==> src/rtl/ps_ureg_pkg.sv <==
// Shared constants for the PS universal-register space: address map, STKY bit
// positions and default sizes. The ureg decoder imports this package too.
package ps_ureg_pkg;

    localparam int DEF_DATA_W    = 16;
    localparam int DEF_STK_DEPTH = 8;

    localparam logic [4:0] ADDR_NULL   = 5'h00;
    localparam logic [4:0] ADDR_STACK  = 5'h04;
    localparam logic [4:0] ADDR_STKPTR = 5'h05;
    localparam logic [4:0] ADDR_STKY   = 5'h06;

    localparam int STKY_OVF   = 0;
    localparam int STKY_UNF   = 1;
    localparam int STKY_EMPTY = 2;
    localparam int STKY_FULL  = 3;

    function automatic logic is_gen_reg(input logic [4:0] addr);
        return (addr != ADDR_NULL) && (addr != ADDR_STACK) &&
               (addr != ADDR_STKPTR) && (addr != ADDR_STKY);
    endfunction

endpackage

==> src/rtl/ps_ureg_stack.sv <==
// Hardware stack behind the STACK/STKPTR/STKY registers: storage, a
// non-wrapping pointer, level flags and sticky overflow/underflow flags.
module ps_ureg_stack
    import ps_ureg_pkg::*;
#(
    parameter int DATA_W    = DEF_DATA_W,
    parameter int STK_DEPTH = DEF_STK_DEPTH,
    parameter int PTR_W     = $clog2(STK_DEPTH) + 1
) (
    input  logic              clk,
    input  logic              rst,
    input  logic              pop,
    input  logic              push,
    input  logic [DATA_W-1:0] push_dat,
    input  logic              clr_flags,
    output logic [DATA_W-1:0] top_dat,
    output logic [PTR_W-1:0]  ptr,
    output logic              empty,
    output logic              full,
    output logic              ovf,
    output logic              unf
);

    localparam logic [PTR_W-1:0] PTR_FULL = PTR_W'(STK_DEPTH);
    localparam logic [PTR_W-1:0] PTR_ONE  = PTR_W'(1);
    localparam logic [PTR_W-2:0] IDX_ONE  = (PTR_W-1)'(1);

    logic [DATA_W-1:0] mem_q [STK_DEPTH];
    logic [DATA_W-1:0] mem_d [STK_DEPTH];
    logic [PTR_W-1:0]  ptr_q, ptr_d, ptr_mid_s;
    logic              ovf_q, ovf_d, unf_q, unf_d;
    logic              pop_ok_s, push_ok_s;
    logic [PTR_W-2:0]  top_idx_s;

    assign empty     = (ptr_q == '0);
    assign full      = (ptr_q == PTR_FULL);
    assign ptr       = ptr_q;
    assign ovf       = ovf_q;
    assign unf       = unf_q;
    assign top_idx_s = ptr_q[PTR_W-2:0] - IDX_ONE;
    assign top_dat   = empty ? '0 : mem_q[top_idx_s];

    // Pop is applied before push, so a pop+push on a full stack has room.
    always_comb begin
        mem_d     = mem_q;
        pop_ok_s  = pop && !empty;
        ptr_mid_s = pop_ok_s ? (ptr_q - PTR_ONE) : ptr_q;
        push_ok_s = push && (ptr_mid_s != PTR_FULL);
        ptr_d     = push_ok_s ? (ptr_mid_s + PTR_ONE) : ptr_mid_s;
        if (push_ok_s) begin
            mem_d[ptr_mid_s[PTR_W-2:0]] = push_dat;
        end else begin
            mem_d = mem_q;
        end
        // A flag event in the same cycle as a STKY write wins over the clear.
        ovf_d = (push && !push_ok_s) || (ovf_q && !clr_flags);
        unf_d = (pop && empty) || (unf_q && !clr_flags);
    end

    // Stack state registers.
    always_ff @(posedge clk or posedge rst) begin
        if (rst) begin
            for (int i = 0; i < STK_DEPTH; i++) begin
                mem_q[i] <= '0;
            end
            ptr_q <= '0;
            ovf_q <= 1'b0;
            unf_q <= 1'b0;
        end else begin
            mem_q <= mem_d;
            ptr_q <= ptr_d;
            ovf_q <= ovf_d;
            unf_q <= unf_d;
        end
    end

endmodule

==> src/rtl/ps_ureg_file.sv <==
// PS universal-register file: general registers, address decode and the
// combinational read mux over the general registers and the stack.
module ps_ureg_file
    import ps_ureg_pkg::*;
#(
    parameter int DATA_W    = DEF_DATA_W,
    parameter int STK_DEPTH = DEF_STK_DEPTH
) (
    input  logic              clk,
    input  logic              rst,
    input  logic [4:0]        ps_rd_add,
    input  logic              ps_popstck,
    input  logic [4:0]        ps_wrt_add,
    input  logic              ps_wrt_en,
    input  logic [DATA_W-1:0] ps_wrt_dat,
    output logic [DATA_W-1:0] ps_rd_dat,
    output logic              ps_stk_empty,
    output logic              ps_stk_full,
    output logic              ps_stk_ovf,
    output logic              ps_stk_unf
);

    localparam int PTR_W = $clog2(STK_DEPTH) + 1;

    logic [DATA_W-1:0] regs_q [32];
    logic [DATA_W-1:0] regs_d [32];
    logic [DATA_W-1:0] top_dat_s;
    logic [PTR_W-1:0]  ptr_s;
    logic              pop_s, push_s, clr_s;

    assign pop_s  = ps_popstck && (ps_rd_add == ADDR_STACK);
    assign push_s = ps_wrt_en && (ps_wrt_add == ADDR_STACK);
    assign clr_s  = ps_wrt_en && (ps_wrt_add == ADDR_STKY);

    ps_ureg_stack #(
        .DATA_W    (DATA_W),
        .STK_DEPTH (STK_DEPTH),
        .PTR_W     (PTR_W)
    ) u_stack (
        .clk       (clk),
        .rst       (rst),
        .pop       (pop_s),
        .push      (push_s),
        .push_dat  (ps_wrt_dat),
        .clr_flags (clr_s),
        .top_dat   (top_dat_s),
        .ptr       (ptr_s),
        .empty     (ps_stk_empty),
        .full      (ps_stk_full),
        .ovf       (ps_stk_ovf),
        .unf       (ps_stk_unf)
    );

    // Next state of the general registers; special addresses are never stored.
    always_comb begin
        regs_d = regs_q;
        if (ps_wrt_en && is_gen_reg(ps_wrt_add)) begin
            regs_d[ps_wrt_add] = ps_wrt_dat;
        end else begin
            regs_d = regs_q;
        end
    end

    // General register storage.
    always_ff @(posedge clk or posedge rst) begin
        if (rst) begin
            for (int i = 0; i < 32; i++) begin
                regs_q[i] <= '0;
            end
        end else begin
            regs_q <= regs_d;
        end
    end

    // Read mux; reads the registered state only, so a same-cycle write is not visible.
    always_comb begin
        ps_rd_dat = '0;
        case (ps_rd_add)
            ADDR_NULL:   ps_rd_dat = '0;
            ADDR_STACK:  ps_rd_dat = top_dat_s;
            ADDR_STKPTR: ps_rd_dat[PTR_W-1:0] = ptr_s;
            ADDR_STKY: begin
                ps_rd_dat[STKY_OVF]   = ps_stk_ovf;
                ps_rd_dat[STKY_UNF]   = ps_stk_unf;
                ps_rd_dat[STKY_EMPTY] = ps_stk_empty;
                ps_rd_dat[STKY_FULL]  = ps_stk_full;
            end
            default:     ps_rd_dat = regs_q[ps_rd_add];
        endcase
    end

endmodule

==> config.mk <==
export PLATFORM = sky130hd
export DESIGN_NAME = ps_ureg_file
export DESIGN_NICKNAME = d
export VERILOG_FILES = /design/src/rtl/ps_ureg_pkg.sv /design/src/rtl/ps_ureg_stack.sv /design/src/rtl/ps_ureg_file.sv
export SDC_FILE = /design/constraint.sdc
export NUM_CORES = 1
export LEC_CHECK = 0
export ABC_AREA = 1
export ABC_CLOCK_PERIOD_IN_PS = 21000
export CORE_AREA = 3 3 241 303
export CTS_BUF_LIST = sky130_fd_sc_hd__clkbuf_8
export CTS_CLUSTER_SIZE = 10
export DETAILED_ROUTE_END_ITERATION = 10
export DIE_AREA = 0 0 244 306
export GPL_TIMING_DRIVEN = 0
export HOLD_SLACK_MARGIN = 0.05
export PLACE_DENSITY_LB_ADDON = 0.12
export SYNTH_ARGS = -nofsm -noshare
export SYNTH_HDL_FRONTEND = slang
export SYNTH_HIERARCHICAL = 1
export SYNTH_SLANG_ARGS = --single-unit
export TNS_END_PERCENT = 1
==> constraint.sdc <==
create_clock -name clk -period 21 [get_ports clk]
set_input_delay 3.15 -clock clk [delete_from_list [all_inputs] [get_ports clk]]
set_output_delay 3.15 -clock clk [all_outputs]
set_load 0.1 [all_outputs]
==> impl_results.md, run 1 <==
* Status: finished with violations
* Failing checks: capacitance limit, slew limit
* Min Tclk post-route at between 10 and 15 ns
* Buffers on Ports at 30
* Initial Util at about 45%
* Multi-input gate area at 12600 um^2
* Worst min-delay path category: flop to flop
* FF-to-FF Start: u_stack/ptr[0]
* Net count of the mapped netlist at 4181
* Vias in the first global route at just under 30000
* Sequential area share after synthesis at between 50% and 60%
* Crit start category: input pin
* Register area at between 15000 and 20000 um^2
* Period utilization at between 50% and 60%
* Clock Sinks at approximately 650
* Vias per cell at approximately 5.7
* Post-Syn Instances at 4148
* Gr usage total at 35.9%
* Initial antenna violation count at 6
* HPWL Detailed at 95600 um
* Final setup fails at 0
* Simple-gate share of the synthesized area at 28.6%
* Multiplexer area fraction after synthesis at 0%
* Clock transition at the registers of the reported paths at 0.06 ns
* Final core occ at 50.4%
* Critical Path Source: ps_rd_add[0]
* Num ports at 50
* Setup CP Type: input pin to primary output
* First-pass GRT wire length at just under 200000 um
* F_max at ~92 MHz
* Final worst slack at approximately 10 ns
* Ys async rst share at 100%
* H-tree levels at 3
* Hold Fails Final Rpt at 0
* Arr. time, crit path at just under 8 ns
* Via count at a little over 30000
* VDD IR max at approximately 0.078 mV
* Fill cell total of the finished layout at slightly above 7000
* Place WS at ~10 ns
* Row count at 109
* Max_cap viols at 4
* PwrDens at 106 nW/um^2
* Slew Viols, Final at 22
* RSZ-0062 raised after global routing: no
* Main combinational cell family by area after synthesis: simple AND/OR/NAND/NOR gates
* DR pass1 iterations at 6
* Post-CTS Setup Bufs at 0
* Synth Area in Compound Gates at 11.1%
* Hold-fix buffers, CTS at 0
* DIE AREA at ~75000 um^2
* WL/cell at 25.3 um
* Most frequent cells in the layout: nand2_1 (1524), dfrtp_1 (646), o21ai_0 (546)
* # resized after CTS at 0
* Placer congestion estimate at a little under 1
* Largest net degree at the start of global routing at about 130
* Cell variety after synth at 39
* Worst-Margin Slew at between 1.5 and 2 ns
* Worst-Skew Late Latency at 0.76 ns
* Worst Setup End Kind: primary output
* Fraction of layout cells with a size suffix above 1 at under 10%
* Placed cell areas at approximately 33000 um^2
* R2R Setup Slk at between 15 and 20 ns
* Core area at roughly 70000 um^2
* Slew margin rel. at -2.14%
* Worst Path Max Fanout at 10
* Synth Area in XOR/XNOR at less than 1%
* Post-Syn Area at approximately 32000 um^2
* Post-synth EDFFs at 0
* Detailed Route Iter0 Violations at ~3700
* Most common cell after layout, fill and taps aside: nand2_1
* #FFs+latches synth at 646
* Layout Nets at 4328
* Horiz. Die Dim at ~240 um
* DRC Markers at 0
* ANT nets after route at 0
* Post-Route Skew at ~0.012 ns
* Clock tree buffer depth at 3
* Die height at 306 um
* Ys flop type: dfrtp_1
* Number of synthesis warnings at 6
* Cts bufs inserted at approximately 110
* Adder-cell share of the synthesized area at less than 1%
* TritonCTS clock tree: done
* Avg Cell Area, Syn at around 7.6 um^2
* Area delta synth->final at 12.4%
* P_leak at approximately 18 nW
* Total Routed Length at roughly 140000 um
* Congestion Overflow GR at 0
* CTS Root Cell: clkbuf_8
* Finished Cell Area at approximately 35000 um^2
* Hold Startpoint: regs_q[409]
* Worst Path Required at 17.85 ns
[where the power goes]
part | switching, W | internal [W] | total [W]
Sequential | 0.000104 | 0.00144 | 0.00155
Clock | 0.000555 | 0.000621 | 0.00118
Combinational | 0.000754 | 0.000282 | 0.00104
Total | 0.00141 | 0.00235 | 0.00376
[per-stage QoR]
step           instances  hold WS, ns  setup TNS (ns)  total power (W)
2_1_floorplan       4148        0.429               0          0.00221
5_1_grt             5329        0.474               0          0.00393
3_3_place_gp        5121        0.439        -1756.86          0.00256
6_report            5330        0.454               0          0.00376
3_5_place_dp        5127        0.446               0          0.00257
4_1_cts             5325        0.460               0          0.00374
[layout make-up]
type                    instances  area share, %
clock inverters                54          0.744
inverters                     307           3.31
diodes                          5         0.0353
clock buffers                 144           5.59
well taps                     943           3.33
multi-input cells            2821           35.5
repair buffers                 36           1.27
plain buffers                 374           4.66
flip-flops and latches        646           45.6
[state kept, by name, summed over array words and instances (netlist names)]
signal and cells:
regs_q 512, u_stack/ovf 1, u_stack/unf 1, u_stack/ptr 4
u_stack/mem_q 128
[logic make-up (layout without fill, tap and decap cells)]
logic type	after synthesis	in the layout
and+or+nand+nor	2135	2135
AOI/OAI and AO/OA	681	681
buffers and inverters	681	915
DFF	646	646
adders and majority gates	3	3
xor gates and xnor gates	2	2
other	0	5
[synthesized netlist by cell type, types with 2 or more instances]
cell,instances,share of area [%]
inv_1,293,3.5
clkbuf_1,248,2.9
o211ai_1,4,0.095
nand2_2,12,0.24
buf_6,15,0.54
a21oi_1,68,1.1
inv_2,10,0.12
nand3_4,9,0.50
clkbuf_2,16,0.25
nor2_1,213,2.5
o22ai_1,21,0.42
nor3_2,2,0.063
o21ai_1,23,0.36
nand3_1,199,3.2
nor2_8,8,0.51
dfrtp_1,646,51
buf_1,33,0.39
buf_2,55,0.87
nand4_1,150,3.0
a21oi_4,2,0.10
nand2_4,8,0.29
nand3_2,3,0.095
ha_1,3,0.12
nand2_1,1524,18
a31oi_1,16,0.32
buf_4,5,0.12
o21ai_0,546,8.7
nor3_1,5,0.079
[routing by layer]
layer	vias up	global-route usage (%)	wire length [um]
li1	13500	-	-
met4	2	24.5	10900
met3	482	7.89	12600
met2	1709	55.7	60200
met5	-	0	14
met1	14700	44.9	51400
[path summary, 6_finish.rpt]
path / end / depth (start not counted)
max reg2reg: u_stack/ptr[0] / 17
min reg2reg: regs_q[409] / 1
min in group asynchronous: regs_q[55] / 2
max in group asynchronous: regs_q[447] / 4
min: regs_q[409] / 1
max: ps_rd_dat[5] / 12
[worst max-delay path, stage by stage]
cell and delay, ns:
clkdlybuf4s50_1 0.66, inv_1 0.21, nor2_1 0.40, buf_2 0.41, buf_1 0.72, nand2_1 0.12, nand3_1 0.12, nand3_1 0.20
nand2_1 0.29, nand3_1 0.10, nand2_1 0.16, clkdlybuf4s50_1 1.17
No activity file was read; power rests on OpenSTA's default activity.
==> inputs of run 2 (changes only) <==
--- a/config.mk
+++ b/config.mk
@@ -6,7 +6,7 @@
 export NUM_CORES = 1
 export LEC_CHECK = 0
 export ABC_AREA = 1
-export ABC_CLOCK_PERIOD_IN_PS = 21000
+export ABC_CLOCK_PERIOD_IN_PS = 11300
 export CORE_AREA = 3 3 241 303
 export CTS_BUF_LIST = sky130_fd_sc_hd__clkbuf_8
 export CTS_CLUSTER_SIZE = 10
==> constraint.sdc (replaced) <==
create_clock -name clk -period 11.3 [get_ports clk]
set_input_delay 1.695 -clock clk [delete_from_list [all_inputs] [get_ports clk]]
set_output_delay 1.695 -clock clk [all_outputs]
set_load 0.1 [all_outputs]
==> run 2 against run 1 <==
Net effect:
- the run still ends with capacitance limit, slew limit left
- critical endpoint unchanged
- sequential share of layout area is 0.15 points lower
- worst setup slack worse by 6.9 ns
- sequential cell count stayed put
- routed wire length is 1.1% higher
==> impl_results.md, run 2 (synthesis results as in run 1) <==
* DR pass1 iterations at 6
* VDD IR max at roughly 0.14 mV
* Slew margin rel. at -1.54%
* Total Routed Length at around 140000 um
* Worst-Margin Slew at 1.52 ns
* Slowest-stage cell, CP: clkdlybuf4s50_1
* Hold-fix buffers, CTS at 0
* Via count at just over 30000
* Horiz. Die Dim at 244 um
* DRC Markers at 0
* Fraction of layout cells with a size suffix above 1 at under 10%
* Hold Fails Final Rpt at 0
* Congestion Overflow GR at 0
* Buffers on Ports at 30
* Worst Setup End Kind: primary output
* CP max stage delay at 1.18 ns
* Critical-path cell list: clkdlybuf4s50_1, inv_1, nor2_1, buf_2, buf_1, nand2_1, nand3_1, nand3_1, nand2_1, nand3_1, nand2_1, clkdlybuf4s50_1
* Post-Route Skew at 0.0295 ns
* H-tree levels at 3
* Initial Util at between 40 and 50%
* Total power at 0.00694 W
* WL/cell at 25.6 um
* Metal3 WL at approximately 13000 um
* Routed wl met2 at 61000 um
* Hold Startpoint: regs_q[400]
* R2R depth at 17
* Worst Path Required at 9.61 ns
* Worst Path Max Fanout at 10
* Largest net degree at the start of global routing at 87
* Layout Nets at roughly 4300
* F_max at 123 MHz
* Final hold slack at 0.456 ns
* ANT nets after route at 0
* Slew Viols, Final at 11
* R2R Setup Slk at between 7 and 8 ns
* Place WS at 3.48 ns
* Die height at 306 um
* Post-CTS Setup Bufs at 0
* Core area at slightly above 70000 um^2
* Period utilization at ~70%
* Met1 WL at between 50000 and 60000 um
* HPWL Detailed at ~97000 um
* P_leak at between 15 and 20 nW
* Failing checks: capacitance limit, slew limit
* Row count at around 110
* Final setup fails at 0
* Arr. time, crit path at between 6 and 7 ns
* Min Tclk post-route at 8.11 ns
* Most frequent cells in the layout: nand2_1 (1524), dfrtp_1 (646), o21ai_0 (546)
* Setup CP Type: input pin to primary output
* Clock tree buffer depth at 3
* Highest routed metal layer: met5
* FF-to-FF Start: u_stack/ptr[0]
* Hold-critical path depth at 1
* Placer congestion estimate at 1.01
* Vias per cell at 5.69
* Worst min-delay path category: flop to flop
* Area delta synth->final at 12.7%
* RSZ-0062 raised after global routing: no
* CTS Root Cell: clkbuf_8
* DIE AREA at ~75000 um^2
* Clock transition at the registers of the reported paths at ~0.060 ns
* Initial antenna violation count at 7
* Detailed Route Iter0 Violations at around 3400
* Cts bufs inserted at about 110
* RR Endpoint: u_stack/ptr[0]
* Most common cell after layout, fill and taps aside: nand2_1
* Final worst slack at between 3 and 4 ns
* Max_cap viols at 1
* Setup TNS at 0 ns
* TritonCTS clock tree: done
* Gr usage total at 36.4%
* Hold EP: regs_q[400]
* Biggest register: regs_q
* Largest register FFs at between 500 and 600
* Worst-Skew Late Latency at 0.77 ns
* Num ports at 50
* Vias in the first global route at roughly 30000
* PwrDens at 195 nW/um^2
* Crit start category: input pin
* Clock Sinks at roughly 650
* # resized after CTS at 0
* First-pass GRT wire length at between 150000 and 200000 um
* Status: finished with violations
* Fill cell total of the finished layout at ~7300
run 2: layout make-up:
class | count | area [um^2] | area share [%]
Sequential cell | 646 | 16200 | 45.4
Antenna cell | 5 | 12.5 | 0.0352
Clock inverter | 59 | 310 | 0.872
Inverter | 307 | 1170 | 3.29
Clock buffer | 133 | 1830 | 5.14
Multi-Input combinational cell | 2821 | 12600 | 35.4
Tap cell | 943 | 1180 | 3.32
Timing Repair Buffer | 48 | 671 | 1.88
Buffer | 374 | 1660 | 4.65
run 2: per-stage QoR:
step	area [um^2]	std cells	utilization [%]
final	35600	5336	50.6
after global placement	33000	5121	47.0
after CTS	35500	5330	50.5
after global routing	35600	5334	50.6
after detailed placement	33400	5138	47.5
after floorplan	31600	4148	-
run 2: routing by layer:
layer	GRT usage, %	vias up
li1	-	13500
met1	44.5	14500
met2	56.9	1763
met3	8.64	545
met4	25.7	4
met5	0	-
run 2: worst max path at each step:
| stage | from | end | slack, ns |
|---|---|---|---|
| global route | u_stack/ptr[0] | ps_rd_dat[3] | 3.12 |
| global placement | rst | regs_q[348] | -1.13 |
| floorplan | rst | regs_q[0] | 2.65 |
| detailed placement | ps_rd_add[0] | ps_rd_dat[5] | 3.48 |
| CTS | u_stack/ptr[0] | ps_rd_dat[3] | 3.40 |
| finish | ps_rd_add[0] | ps_rd_dat[5] | 3.19 |
run 2: critical path, delay by kind of cell:
| kind | cells | cell delay, ns |
|---|---|---|
| AND/OR/NAND/NOR | 7 | 1.52 |
| buffers and inverters | 5 | 3.17 |
run 2: power by group:
| group | internal [W] | switching, W | total, W |
|---|---|---|---|
| Sequential | 0.00268 | 0.000195 | 0.00288 |
| Clock | 0.00110 | 0.00103 | 0.00213 |
| Combinational | 0.000532 | 0.00140 | 0.00193 |
